==> src/rtl/comb_test_pkg.sv <==
// Shared types and defaults for the combinational-unit self-test sequencer.
package comb_test_pkg;

  typedef enum logic [1:0] {
    StIdle,
    StApply,
    StCheck,
    StDone
  } state_e;

  localparam int unsigned DefNIn = 3;

  // 3-input majority: output is 1 when at least two inputs are 1.
  localparam logic [7:0] DefMajority = 8'b1110_1000;

endpackage

==> src/rtl/comb_test_seq_if.sv <==
// Signals between the self-test sequencer (master) and its controller/unit side (slave).
interface comb_test_seq_if
  import comb_test_pkg::*;
#(
  parameter int unsigned N_IN = DefNIn
) ();

  logic            start;
  logic            f_in;
  logic [N_IN-1:0] x_out;
  logic            busy;
  logic            chk_valid;
  logic            chk_ok;
  logic            done;
  logic            pass;
  logic [N_IN:0]   fail_cnt;
  logic [N_IN-1:0] first_fail;

  modport master (
    input  start, f_in,
    output x_out, busy, chk_valid, chk_ok, done, pass, fail_cnt, first_fail
  );

  modport slave (
    output start, f_in,
    input  x_out, busy, chk_valid, chk_ok, done, pass, fail_cnt, first_fail
  );

endinterface

==> src/rtl/comb_test_seq.sv <==
// Walks every input vector through a combinational unit, holds it SETTLE cycles,
// then compares the unit's output against a truth table and tallies failures.
module comb_test_seq
  import comb_test_pkg::*;
#(
  parameter int unsigned        N_IN     = DefNIn,
  parameter int unsigned        SETTLE   = 2,
  parameter logic [2**N_IN-1:0] EXPECTED = DefMajority
) (
  input logic             clk,
  input logic             rst,
  comb_test_seq_if.master bus
);

  localparam int unsigned     CntW    = (SETTLE > 1) ? $clog2(SETTLE) : 1;
  localparam logic [CntW-1:0] CntLast = CntW'(SETTLE - 1);
  localparam logic [N_IN-1:0] LastIdx = {N_IN{1'b1}};

  state_e          state_q, state_d;
  logic [N_IN-1:0] idx_q, idx_d;
  logic [CntW-1:0] cnt_q, cnt_d;
  logic [N_IN:0]   fail_cnt_q, fail_cnt_d;
  logic [N_IN-1:0] first_fail_q, first_fail_d;
  logic            fail_seen_q, fail_seen_d;
  logic            pass_q, pass_d;
  logic            mismatch;

  assign mismatch = (bus.f_in != EXPECTED[idx_q]);

  always_ff @(posedge clk) begin
    if (rst) begin
      state_q <= StIdle;
    end else begin
      state_q <= state_d;
    end
  end

  always_comb begin
    state_d = state_q;
    unique case (state_q)
      StIdle:  if (bus.start) state_d = StApply;
      StApply: if (cnt_q == CntLast) state_d = StCheck;
      StCheck: state_d = (idx_q == LastIdx) ? StDone : StApply;
      StDone:  state_d = StIdle;
      default: state_d = StIdle;
    endcase
  end

  always_comb begin
    bus.busy      = 1'b0;
    bus.chk_valid = 1'b0;
    bus.chk_ok    = 1'b0;
    bus.done      = 1'b0;
    unique case (state_q)
      StApply: bus.busy = 1'b1;
      StCheck: begin
        bus.busy      = 1'b1;
        bus.chk_valid = 1'b1;
        bus.chk_ok    = ~mismatch;
      end
      StDone:  bus.done = 1'b1;
      default: ;
    endcase
  end

  // Counters and result registers.
  always_comb begin
    idx_d        = idx_q;
    cnt_d        = cnt_q;
    fail_cnt_d   = fail_cnt_q;
    first_fail_d = first_fail_q;
    fail_seen_d  = fail_seen_q;
    pass_d       = pass_q;
    unique case (state_q)
      StIdle: begin
        if (bus.start) begin
          idx_d        = '0;
          cnt_d        = '0;
          fail_cnt_d   = '0;
          first_fail_d = '0;
          fail_seen_d  = 1'b0;
          pass_d       = 1'b0;
        end
      end
      StApply: cnt_d = cnt_q + 1'b1;
      StCheck: begin
        if (mismatch) begin
          fail_cnt_d = fail_cnt_q + 1'b1;
          if (!fail_seen_q) begin
            first_fail_d = idx_q;
            fail_seen_d  = 1'b1;
          end
        end
        if (idx_q == LastIdx) begin
          // Loaded on entry to DONE so pass is already valid alongside the done pulse.
          pass_d = (fail_cnt_d == '0);
        end else begin
          idx_d = idx_q + 1'b1;
          cnt_d = '0;
        end
      end
      default: ;
    endcase
  end

  always_ff @(posedge clk) begin
    if (rst) begin
      idx_q        <= '0;
      cnt_q        <= '0;
      fail_cnt_q   <= '0;
      first_fail_q <= '0;
      fail_seen_q  <= 1'b0;
      pass_q       <= 1'b0;
    end else begin
      idx_q        <= idx_d;
      cnt_q        <= cnt_d;
      fail_cnt_q   <= fail_cnt_d;
      first_fail_q <= first_fail_d;
      fail_seen_q  <= fail_seen_d;
      pass_q       <= pass_d;
    end
  end

  // The index only moves on entry to APPLY, so it doubles as the held vector.
  assign bus.x_out      = idx_q;
  assign bus.fail_cnt   = fail_cnt_q;
  assign bus.first_fail = first_fail_q;
  assign bus.pass       = pass_q;

endmodule

==> src/flat_wrapper.sv <==
// flat-port wrapper written by rule: the top's interface ports become plain ports
module comb_test_seq_flat import comb_test_pkg::*;
#(
  parameter int unsigned        N_IN     = DefNIn,
  parameter int unsigned        SETTLE   = 2,
  parameter logic [2**N_IN-1:0] EXPECTED = DefMajority
)
  (clk, rst, bus_start, bus_f_in, bus_x_out, bus_busy, bus_chk_valid, bus_chk_ok, bus_done, bus_pass, bus_fail_cnt, bus_first_fail);
  comb_test_seq_if #(.N_IN(N_IN)) bus_i ();
  input logic clk;
  input logic rst;
  input wire logic [$bits(bus_i.start)-1:0] bus_start;
  input wire logic [$bits(bus_i.f_in)-1:0] bus_f_in;
  output wire logic [$bits(bus_i.x_out)-1:0] bus_x_out;
  output wire logic [$bits(bus_i.busy)-1:0] bus_busy;
  output wire logic [$bits(bus_i.chk_valid)-1:0] bus_chk_valid;
  output wire logic [$bits(bus_i.chk_ok)-1:0] bus_chk_ok;
  output wire logic [$bits(bus_i.done)-1:0] bus_done;
  output wire logic [$bits(bus_i.pass)-1:0] bus_pass;
  output wire logic [$bits(bus_i.fail_cnt)-1:0] bus_fail_cnt;
  output wire logic [$bits(bus_i.first_fail)-1:0] bus_first_fail;
  assign bus_i.start = bus_start;
  assign bus_i.f_in = bus_f_in;
  assign bus_x_out = bus_i.x_out;
  assign bus_busy = bus_i.busy;
  assign bus_chk_valid = bus_i.chk_valid;
  assign bus_chk_ok = bus_i.chk_ok;
  assign bus_done = bus_i.done;
  assign bus_pass = bus_i.pass;
  assign bus_fail_cnt = bus_i.fail_cnt;
  assign bus_first_fail = bus_i.first_fail;
  comb_test_seq #(.N_IN(N_IN), .SETTLE(SETTLE), .EXPECTED(EXPECTED)) u_core (.clk(clk), .rst(rst), .bus(bus_i));
endmodule
==> config.mk <==
export PLATFORM = sky130hd
export DESIGN_NAME = comb_test_seq_flat
export DESIGN_NICKNAME = d
export VERILOG_FILES = /design/src/rtl/comb_test_pkg.sv /design/src/rtl/comb_test_seq_if.sv /design/src/rtl/comb_test_seq.sv /design/src/flat_wrapper.sv
export SDC_FILE = /design/constraint.sdc
export NUM_CORES = 1
export LEC_CHECK = 0
export ABC_AREA = 1
export BUFFER_PORTS_ARGS = -buffer_cell sky130_fd_sc_hd__buf_2
export CORE_MARGIN = 1
export CORE_UTILIZATION = 53
export CTS_CLUSTER_SIZE = 28
export DETAILED_ROUTE_END_ITERATION = 10
export PLACE_DENSITY_LB_ADDON = 0.1
export RECOVER_POWER = 25
export SLEW_MARGIN = 5
export SYNTH_ARGS = -nofsm -noshare
export SYNTH_HDL_FRONTEND = slang
export SYNTH_SLANG_ARGS = --single-unit
==> constraint.sdc <==
create_clock -name clk -period 1.8 [get_ports clk]
set_input_delay 0.36 -clock clk [delete_from_list [all_inputs] [get_ports clk]]
set_output_delay 0.36 -clock clk [all_outputs]
set_load 0.01 [all_outputs]
==> flow_summary.ini, run 1 <==
[floorplanning]
boundaryPins = 19
dieWidth_um = 44.58
start_util_pct = 56.26
rows = 15
die_area_um2 = 1987
die_h_um = 44.58
coreArea_um2 = 1708

[critical_path]
critical-path-top-delay-family = flip-flops
cp_num_buf_inv = 3
crit_chain = inv_2, ha_4, nand2_1, inv_1, buf_2
cp_slowest_cell = dfxtp_1
cp-start-kind = flip-flop
r2r_slack_ns = 0.24
slowest_delay_ns = 0.38
worstPathRequired_ns = 1.44
critical_path.endpoint_type = primary output
ff2ff_path_depth = 11
r2r-start = u_core.state_q[1]$_SDFFE_PP0P_
path_class = reg -> out
cp.arrival_ns = 1.27
worstPathMaxFanout = 10

[final_layout]
final_nets = 170
insertedDiodeCount = 0
fill_cells = 177
drive_gt1_share_pct = 20.38
syn_to_final_growth_pct = 15.23
final_area_um2 = 1107

[flow_run]
max-cap-violations = 0

[power_and_ir_drop]
power_density_nw_per_um2 = 1103
p_leak_nw = 0.5279
peakVddDrop_uv = 826.6
total_power_w = 0.001221

[yosys]
synth_seq_cells = 16
synth_cells = 137
synth_warnings = 0
yosys.area.top_type = dfxtp_1
syn_avg_cell_area_um2 = 7.014
netlist_area_um2 = 960.9
synth_top_area_share_pct = 33.33
synth_area_leaders = dfxtp_1 33%, nand2_1 18%, ha_1 10%
yosysSeqAreaShare_pct = 33.33
synth_cell_type_count = 24
syn_nets = 149

[timing]
skew_ns = 0.003049
slew-limit-headroom_pct = 82.87
finalSetupViolations = 0
tightest_slew_ns = 0.2570
whs_ns = 0.4060
min_period_ns = 1.635
hold_violations = 0
period_share_pct = 90.82
rsz0062_at_grt = no
finalSetupTns_ns = 0
drv_slew = 0
fmax_mhz = 611.7

[cts]
clkLatencyLatePin_ns = 0.28
cts_tree = yes
htreeDepth = 1
clkTransAtPathRegs_ns = 0.10
cts_buffers = 3
post_cts_buffers = 0
cts-root-buf = clkbuf_4
ctsHoldBuffers = 0
cts.sinks = 16
post_cts_resize_count = 1
clockBufferDepth = 2

[routing]
drt-total-wl_mm = 1.904
drc = 0
vias_per_cell = 4.901
post_drt_wl_per_cell_um = 10.46
ant_nets = 0
first_pass_iters = 4
initialDrtViolationCount = 20
vias = 892

[min_path]
hold_depth = 2
hold_start = rst
hold_path.class = in -> reg
hold_end = u_core.bus.x_out[2]$_SDFFE_PP0N_

[grt]
antenna_found_initial = 0
grt_max_degree = 15
grt_usage_pct = 21.35
grt-ovfl-total = 0
grt_pass1_vias = 750
grt_pass1_wl_mm = 3.125

[placement]
io_buffers = 18
hpwlAfterDp_mm = 1.501
place_congestion = 0.7969
dpl_cell_area_um2 = 1067

[outcome]
outcome = complete, no violations
[Yosys cell counts]
cell type and n:
o21ai_1 1, inv_1 17, nor2_1 6, nand2_2 1
nand3_4 1, clkbuf_1 1, nor2_4 1, nand3_1 8
nor2_8 1, ha_1 8, o21ai_0 3, nor2_2 1
a211oi_1 1, o21ai_2 1, o311a_1 1, nand3_2 1
a21oi_1 11, nand2_1 45, a21oi_2 1, dfxtp_1 16
nand2_4 1, inv_2 6, nor3_1 3, buf_6 1
[final cells by class]
| cell class | instances | area [µm²] | area share, % |
|---|---|---|---|
| Clock buffer | 4 | 36.28 | 3.277 |
| Inverter | 23 | 86.33 | 7.797 |
| Multi-Input combinational cell | 96 | 551.8 | 49.83 |
| Sequential cell | 16 | 320.3 | 28.93 |
| Tap cell | 25 | 31.28 | 2.825 |
| Timing Repair Buffer | 18 | 81.33 | 7.345 |
[report_power, final]
part | internal, W | leakage, nW | total, W | switching (W)
Sequential | 0.000393 | 0.130 | 0.000431 | 0.0000380
Clock | 0.000123 | 0.0210 | 0.000238 | 0.000115
Combinational | 0.000194 | 0.377 | 0.000552 | 0.000358
[metal layers]
| layer | wire, µm | part of all wire (%) | GRT usage, % |
|---|---|---|---|
| met5 | 0 | 0 | 0 |
| met2 | 1001 | 53 | 38.53 |
| met3 | 44 | 2.3 | 2.449 |
| met4 | 23 | 1.2 | 7.273 |
| met1 | 835 | 44 | 26.00 |
[per-stage QoR]
step / instances / setup slack, ns / utilization (%)
detailed placement: 178 / 0.1805 / 62.49
finish: 182 / 0.1652 / 64.84
CTS: 182 / 0.01753 / 64.76
global route: 182 / 0.06141 / 64.84
global placement: 178 / 0.2694 / 62.49
floorplan: 137 / 0.3317 / -
[registers in the layout, summed over array words and instances, names as in the netlist, named ones only]
signal,flops
u_core.bus.fail_cnt,4
u_core.fail_seen_q,1
u_core.bus.x_out,3
u_core.bus.pass,1
u_core.cnt_q,1
u_core.bus.first_fail,3
u_core.state_q,2
[worst max-delay path by stage]
stage	slack, ns	start	to	cells past startpoint
floorplan	0.33	u_core.state_q[0]$_SDFFE_PP0P_	u_core.bus.first_fail[0]$_SDFFE_PP0P_	11
global placement	0.27	u_core.state_q[0]$_SDFFE_PP0P_	bus_chk_ok	5
detailed placement	0.18	u_core.state_q[0]$_SDFFE_PP0P_	u_core.bus.first_fail[2]$_SDFFE_PP0P_	10
CTS	0.02	u_core.state_q[0]$_SDFFE_PP0P_	bus_chk_ok	5
global route	0.06	u_core.state_q[0]$_SDFFE_PP0P_	bus_chk_ok	5
finish	0.17	u_core.state_q[0]$_SDFFE_PP0P_	bus_chk_ok	5
[kinds of logic after synthesis]
logic type                 share of synthesized area, %
AOI/OAI and AO/OA                                 11.46
adders and majority gates                         10.42
buffers and inverters                             10.55
DFF                                               33.33
and+or+nand+nor                                   34.25
[layout by cell type, fill, tap and decap left out]
| cell | Yosys | final |
|---|---|---|
| a21oi_1 | 11 | 11 |
| a211oi_1 | 1 | 1 |
| a21oi_2 | 1 | 1 |
| nand3_4 | 1 | 1 |
| nor2_8 | 1 | 1 |
| inv_2 | 6 | 7 |
| nand2_4 | 1 | 1 |
| buf_2 | 0 | 11 |
| o311a_1 | 1 | 1 |
| clkbuf_4 | 0 | 3 |
| nor2_2 | 1 | 1 |
| nor3_1 | 3 | 3 |
| clkbuf_1 | 1 | 7 |
| nand3_1 | 8 | 8 |
| inv_1 | 17 | 16 |
| clkbuf_8 | 0 | 1 |
| nor2_1 | 6 | 6 |
| o21ai_0 | 3 | 3 |
| o21ai_2 | 1 | 1 |
| nand2_1 | 45 | 45 |
| nand2_2 | 1 | 1 |
| dfxtp_1 | 16 | 16 |
| nor2_4 | 1 | 1 |
| ha_1 | 8 | 7 |
| nand3_2 | 1 | 1 |
| o21ai_1 | 1 | 1 |
| ha_4 | 0 | 1 |
No activity file was read; power rests on OpenSTA's default activity.
==> inputs of run 2 (changes only) <==
BUFFER_PORTS_ARGS = not set   (was -buffer_cell sky130_fd_sc_hd__buf_2)
CORE_UTILIZATION = 55   (was 53)
DONT_BUFFER_PORTS = 1   (was not set)
==> flow_summary.ini, run 2 (synthesis results as in run 1) <==
[outcome]
outcome = complete, but fails checks
violations = design-rule violations

[power_and_ir_drop]
power_density_nw_per_um2 = 1188
total_power_w = 0.001223
power_frac_comb_pct = 45.0
peakVddDrop_uv = 829.7
power_frac_seq_pct = 35.0
p_clk_share_pct = 20.1
switching_share_pct = 42.45
p_switching_w = 0.0005194
p_leak_nw = 0.4756
intPower_w = 0.0007040

[final_layout]
final_cell_mix = 45 x nand2_1, 16 x inv_1, 16 x dfxtp_1
fill_cells = 130
largest_reg_flops = 4
final_cells = 157
insertedDiodeCount = 0
drive_gt1_share_pct = 16.31
final_common_cell = nand2_1
final_nets = 154
final_util_pct = 65.32
syn_to_final_growth_pct = 7.162

[placement]
io_buffers = 0
hpwlAfterDp_mm = 1.432
dp.cells = 153
place_congestion = 0.7623

[critical_path]
path_class = reg -> out
worstPathMaxFanout = 6
worstPathRequired_ns = 1.44
ff2ff_path_depth = 11
cp-start-kind = flip-flop
r2r-start = u_core.state_q[1]$_SDFFE_PP0P_
critical_path.endpoint_type = primary output
cp.arrival_ns = 1.34
r2r_slack_ns = 0.23

[timing]
rsz0062_at_grt = no
skew_ns = 0.007476
period_share_pct = 94.29
finalSetupViolations = 0
drv_slew = 0
hold_violations = 0
finalSetupTns_ns = 0
slew-limit-headroom_pct = 80.36
min_period_ns = 1.697
fmax_mhz = 589.2
tightest_slew_ns = 0.2941

[grt]
grt_max_degree = 15
grt_pass1_wl_mm = 3.139
antenna_found_initial = 0
grt_pass1_vias = 800
grt_usage_pct = 22.15
grt-ovfl-total = 0

[floorplanning]
dieWidth_um = 43.80
boundaryPins = 19
die_h_um = 43.80
rows = 14
start_util_pct = 60.95
coreArea_um2 = 1577
die_area_um2 = 1918

[cts]
clkTransAtPathRegs_ns = 0.10
cts_buffers = 3
cts.sinks = 16
htreeDepth = 1
post_cts_resize_count = 2
post_cts_buffers = 0
clkLatencyLatePin_ns = 0.29
ctsHoldBuffers = 0
clockBufferDepth = 2
cts-root-buf = clkbuf_4
cts_tree = yes

[min_path]
hold_end = u_core.bus.x_out[1]$_SDFFE_PP0N_
hold_depth = 1
hold_start = rst
hold_path.class = in -> reg

[routing]
initialDrtViolationCount = 11
vias_per_cell = 5.376
ant_nets = 0
drc = 1
post_drt_wl_per_cell_um = 11.97
first_pass_iters = 6
drt-total-wl_mm = 1.880
vias = 844

[flow_run]
max-cap-violations = 0
-- run 2: stage by stage --
step | setup WS (ns) | area, µm² | hold slack [ns]
global route | 0.01923 | 1030 | 0.1012
global placement | 0.2461 | 980.9 | 0.4317
floorplan | 0.3317 | 960.9 | 0.4283
finish | 0.1029 | 1030 | 0.1162
detailed placement | 0.1627 | 980.9 | 0.4327
CTS | 0.02279 | 1030 | 0.1190
-- run 2: worst max-delay path, cell delays in order (launching register included) --
cell,delay [ns]
dfxtp_1,0.35
inv_2,0.12
ha_4,0.20
buf_4,0.14
nand2_1,0.10
inv_1,0.14
-- run 2: power by group through the flow --
stage	sequential (W)	clock, W	combinational, W
floorplan	0.000430	0	0.000448
global placement	0.000428	0	0.000520
detailed placement	0.000431	0	0.000535
CTS	0.000426	0.000247	0.000551
global route	0.000432	0.000266	0.000616
finish	0.000428	0.000246	0.000550
-- run 2: area by class of cell --
cell class                      instances  area (µm²)  share of cell area (%)
Clock buffer                            4       36.28                   3.524
Inverter                               23       86.33                   8.384
Multi-Input combinational cell         96       551.8                   53.58
Sequential cell                        16       320.3                   31.11
Tap cell                               16       20.02                   1.944
Timing Repair Buffer                    2       15.01                   1.458
-- run 2: how the worst max path moves through the flow --
stage	startpoint	end	slack, ns	cells after the start
2_1_floorplan	u_core.state_q[0]$_SDFFE_PP0P_	u_core.bus.first_fail[0]$_SDFFE_PP0P_	0.33	11
3_3_place_gp	u_core.state_q[0]$_SDFFE_PP0P_	bus_chk_ok	0.25	5
3_5_place_dp	u_core.state_q[0]$_SDFFE_PP0P_	flip-flop	0.16	11
4_1_cts	u_core.state_q[0]$_SDFFE_PP0P_	bus_chk_ok	0.02	5
5_1_grt	u_core.state_q[0]$_SDFFE_PP0P_	bus_chk_ok	0.02	5
6_report	u_core.state_q[0]$_SDFFE_PP0P_	bus_chk_ok	0.10	5
-- run 2: per-layer routing --
layer / global-route usage [%] / vias to the layer above / part of all wire, % / wire (µm)
met2: 40.90 / 18 / 49 / 920
met5: 0 / - / 0 / 0
met4: 5.625 / 0 / 0.53 / 10
met3: 6.250 / 2 / 5.0 / 94
li1: - / 441 / - / -
met1: 24.61 / 383 / 45 / 854
==> inputs of run 3 (changes only) <==
CORE_UTILIZATION = 60   (was 55)
==> flow_summary.ini, run 3 (synthesis results as in run 1) <==
[routing]
vias_per_cell = 5.321
ant_nets = 0
post_drt_wl_per_cell_um = 11.50
drc = 0
drt-total-wl_mm = 1.794
first_pass_iters = 4
initialDrtViolationCount = 16
vias = 830

[final_layout]
syn_to_final_growth_pct = 6.380
final_cell_mix = 45 x nand2_1, 17 x inv_1, 16 x dfxtp_1
final_common_cell = nand2_1
drive_gt1_share_pct = 15.00
insertedDiodeCount = 0
final_util_pct = 67.86
multi_input_area_um2 = 551.8
fill_cells = 137
final_nets = 153
regArea_um2 = 320.3
largest_reg_flops = 4

[cts]
clkLatencyLatePin_ns = 0.29
cts_buffers = 3
clkTransAtPathRegs_ns = 0.09
clockBufferDepth = 2
cts_tree = yes
cts.sinks = 16
cts-root-buf = clkbuf_4
htreeDepth = 1

[grt]
grt_usage_pct = 22.94
grt_max_degree = 15
grt-ovfl-total = 0
grt_pass1_wl_mm = 3.180
grt_pass1_vias = 790
antenna_found_initial = 0

[timing]
drv_slew = 0
period_share_pct = 90.79
skew_ns = 0.001064
fmax_mhz = 611.9
tightest_slew_ns = 0.2496
rsz0062_at_grt = no
finalSetupTns_ns = 0
slew-limit-headroom_pct = 83.34
min_period_ns = 1.634
finalSetupViolations = 0
hold_violations = 0
whs_ns = 0.1232

[floorplanning]
start_util_pct = 63.79
rows = 14
boundaryPins = 19
die_area_um2 = 1766
dieWidth_um = 42.02
die_h_um = 42.02
coreArea_um2 = 1506

[critical_path]
worstPathMaxFanout = 9
slowest_delay_ns = 0.34
path_class = reg -> out
r2r_slack_ns = 0.24
cp_slowest_cell = dfxtp_1
cpMostUsedCell = inv_1
critical_path.endpoint_type = primary output
cp_num_buf_inv = 2
ff2ff_path_depth = 11
r2r-start = u_core.state_q[0]$_SDFFE_PP0P_
crit_chain = inv_1, ha_4, nand2_1, inv_1
cp.arrival_ns = 1.27
worstPathRequired_ns = 1.44
critical-path-top-delay-family = flip-flops
cp-start-kind = flip-flop

[min_path]
hold_depth = 1
hold_start = rst
hold_end = u_core.bus.fail_cnt[0]$_SDFFE_PP0P_
hold_path.class = in -> reg

[flow_run]
max-cap-violations = 0

[power_and_ir_drop]
total_power_w = 0.001199
peakVddDrop_uv = 796.8
power_density_nw_per_um2 = 1172
p_leak_nw = 0.4707

[placement]
place_congestion = 0.7922
hpwlAfterDp_mm = 1.379
io_buffers = 0

[outcome]
outcome = complete, no violations
-- run 3: changes by cell type in the layout (fill, tap and decap cells not counted) --
| cell | before | now |
|---|---|---|
| buf_4 | 2 | 1 |
| inv_1 | 16 | 17 |
| inv_2 | 7 | 6 |
-- run 3: how the worst max path moves through the flow --
| stage | cells past startpoint | endpoint | from |
|---|---|---|---|
| global route | 4 | bus_chk_ok | u_core.state_q[0]$_SDFFE_PP0P_ |
| CTS | 4 | bus_chk_ok | u_core.state_q[0]$_SDFFE_PP0P_ |
| detailed placement | 11 | flip-flop | u_core.state_q[0]$_SDFFE_PP0P_ |
| finish | 4 | bus_chk_ok | u_core.state_q[0]$_SDFFE_PP0P_ |
| floorplan | 11 | u_core.bus.first_fail[0]$_SDFFE_PP0P_ | u_core.state_q[0]$_SDFFE_PP0P_ |
| global placement | 11 | flip-flop | u_core.state_q[0]$_SDFFE_PP0P_ |
-- run 3: layout make-up --
cell class,instances,share of cell area [%]
Clock buffer,4,3.550
Inverter,23,8.446
Multi-Input combinational cell,96,53.98
Sequential cell,16,31.33
Tap cell,16,1.958
Timing Repair Buffer,1,0.7344
-- run 3: stage by stage --
step / instances / setup WS [ns] / area, µm²
after floorplan: 137 / 0.3317 / 960.9
after global routing: 156 / 0.07487 / 1022
after CTS: 156 / 0.09608 / 1012
final: 156 / 0.1657 / 1022
after detailed placement: 152 / 0.2205 / 973.4
after global placement: 152 / 0.2725 / 973.4
-- run 3: per-layer routing --
layer	GRT usage, %	vias up	part of all wire [%]
li1	-	436	-
met1	26.03	367	44
met2	42.50	22	50
met4	6.250	0	1.4
met5	0	-	0
met3	5.603	5	5.1
-- run 3: power breakdown --
group | internal (W) | switching, W
combinational | 0.000180 | 0.000344
clock | 0.000123 | 0.000117
sequential | 0.000393 | 0.0000402
-- run 3: repair_timing --
item                                    4_1_cts  5_1_grt
hold buffers                                  0        0
pin swaps                                     0        0
endpoints found under the setup margin        1        1
buffers inserted                              0        0
hold endpoints to repair                      0        0
resized for setup                             1        1
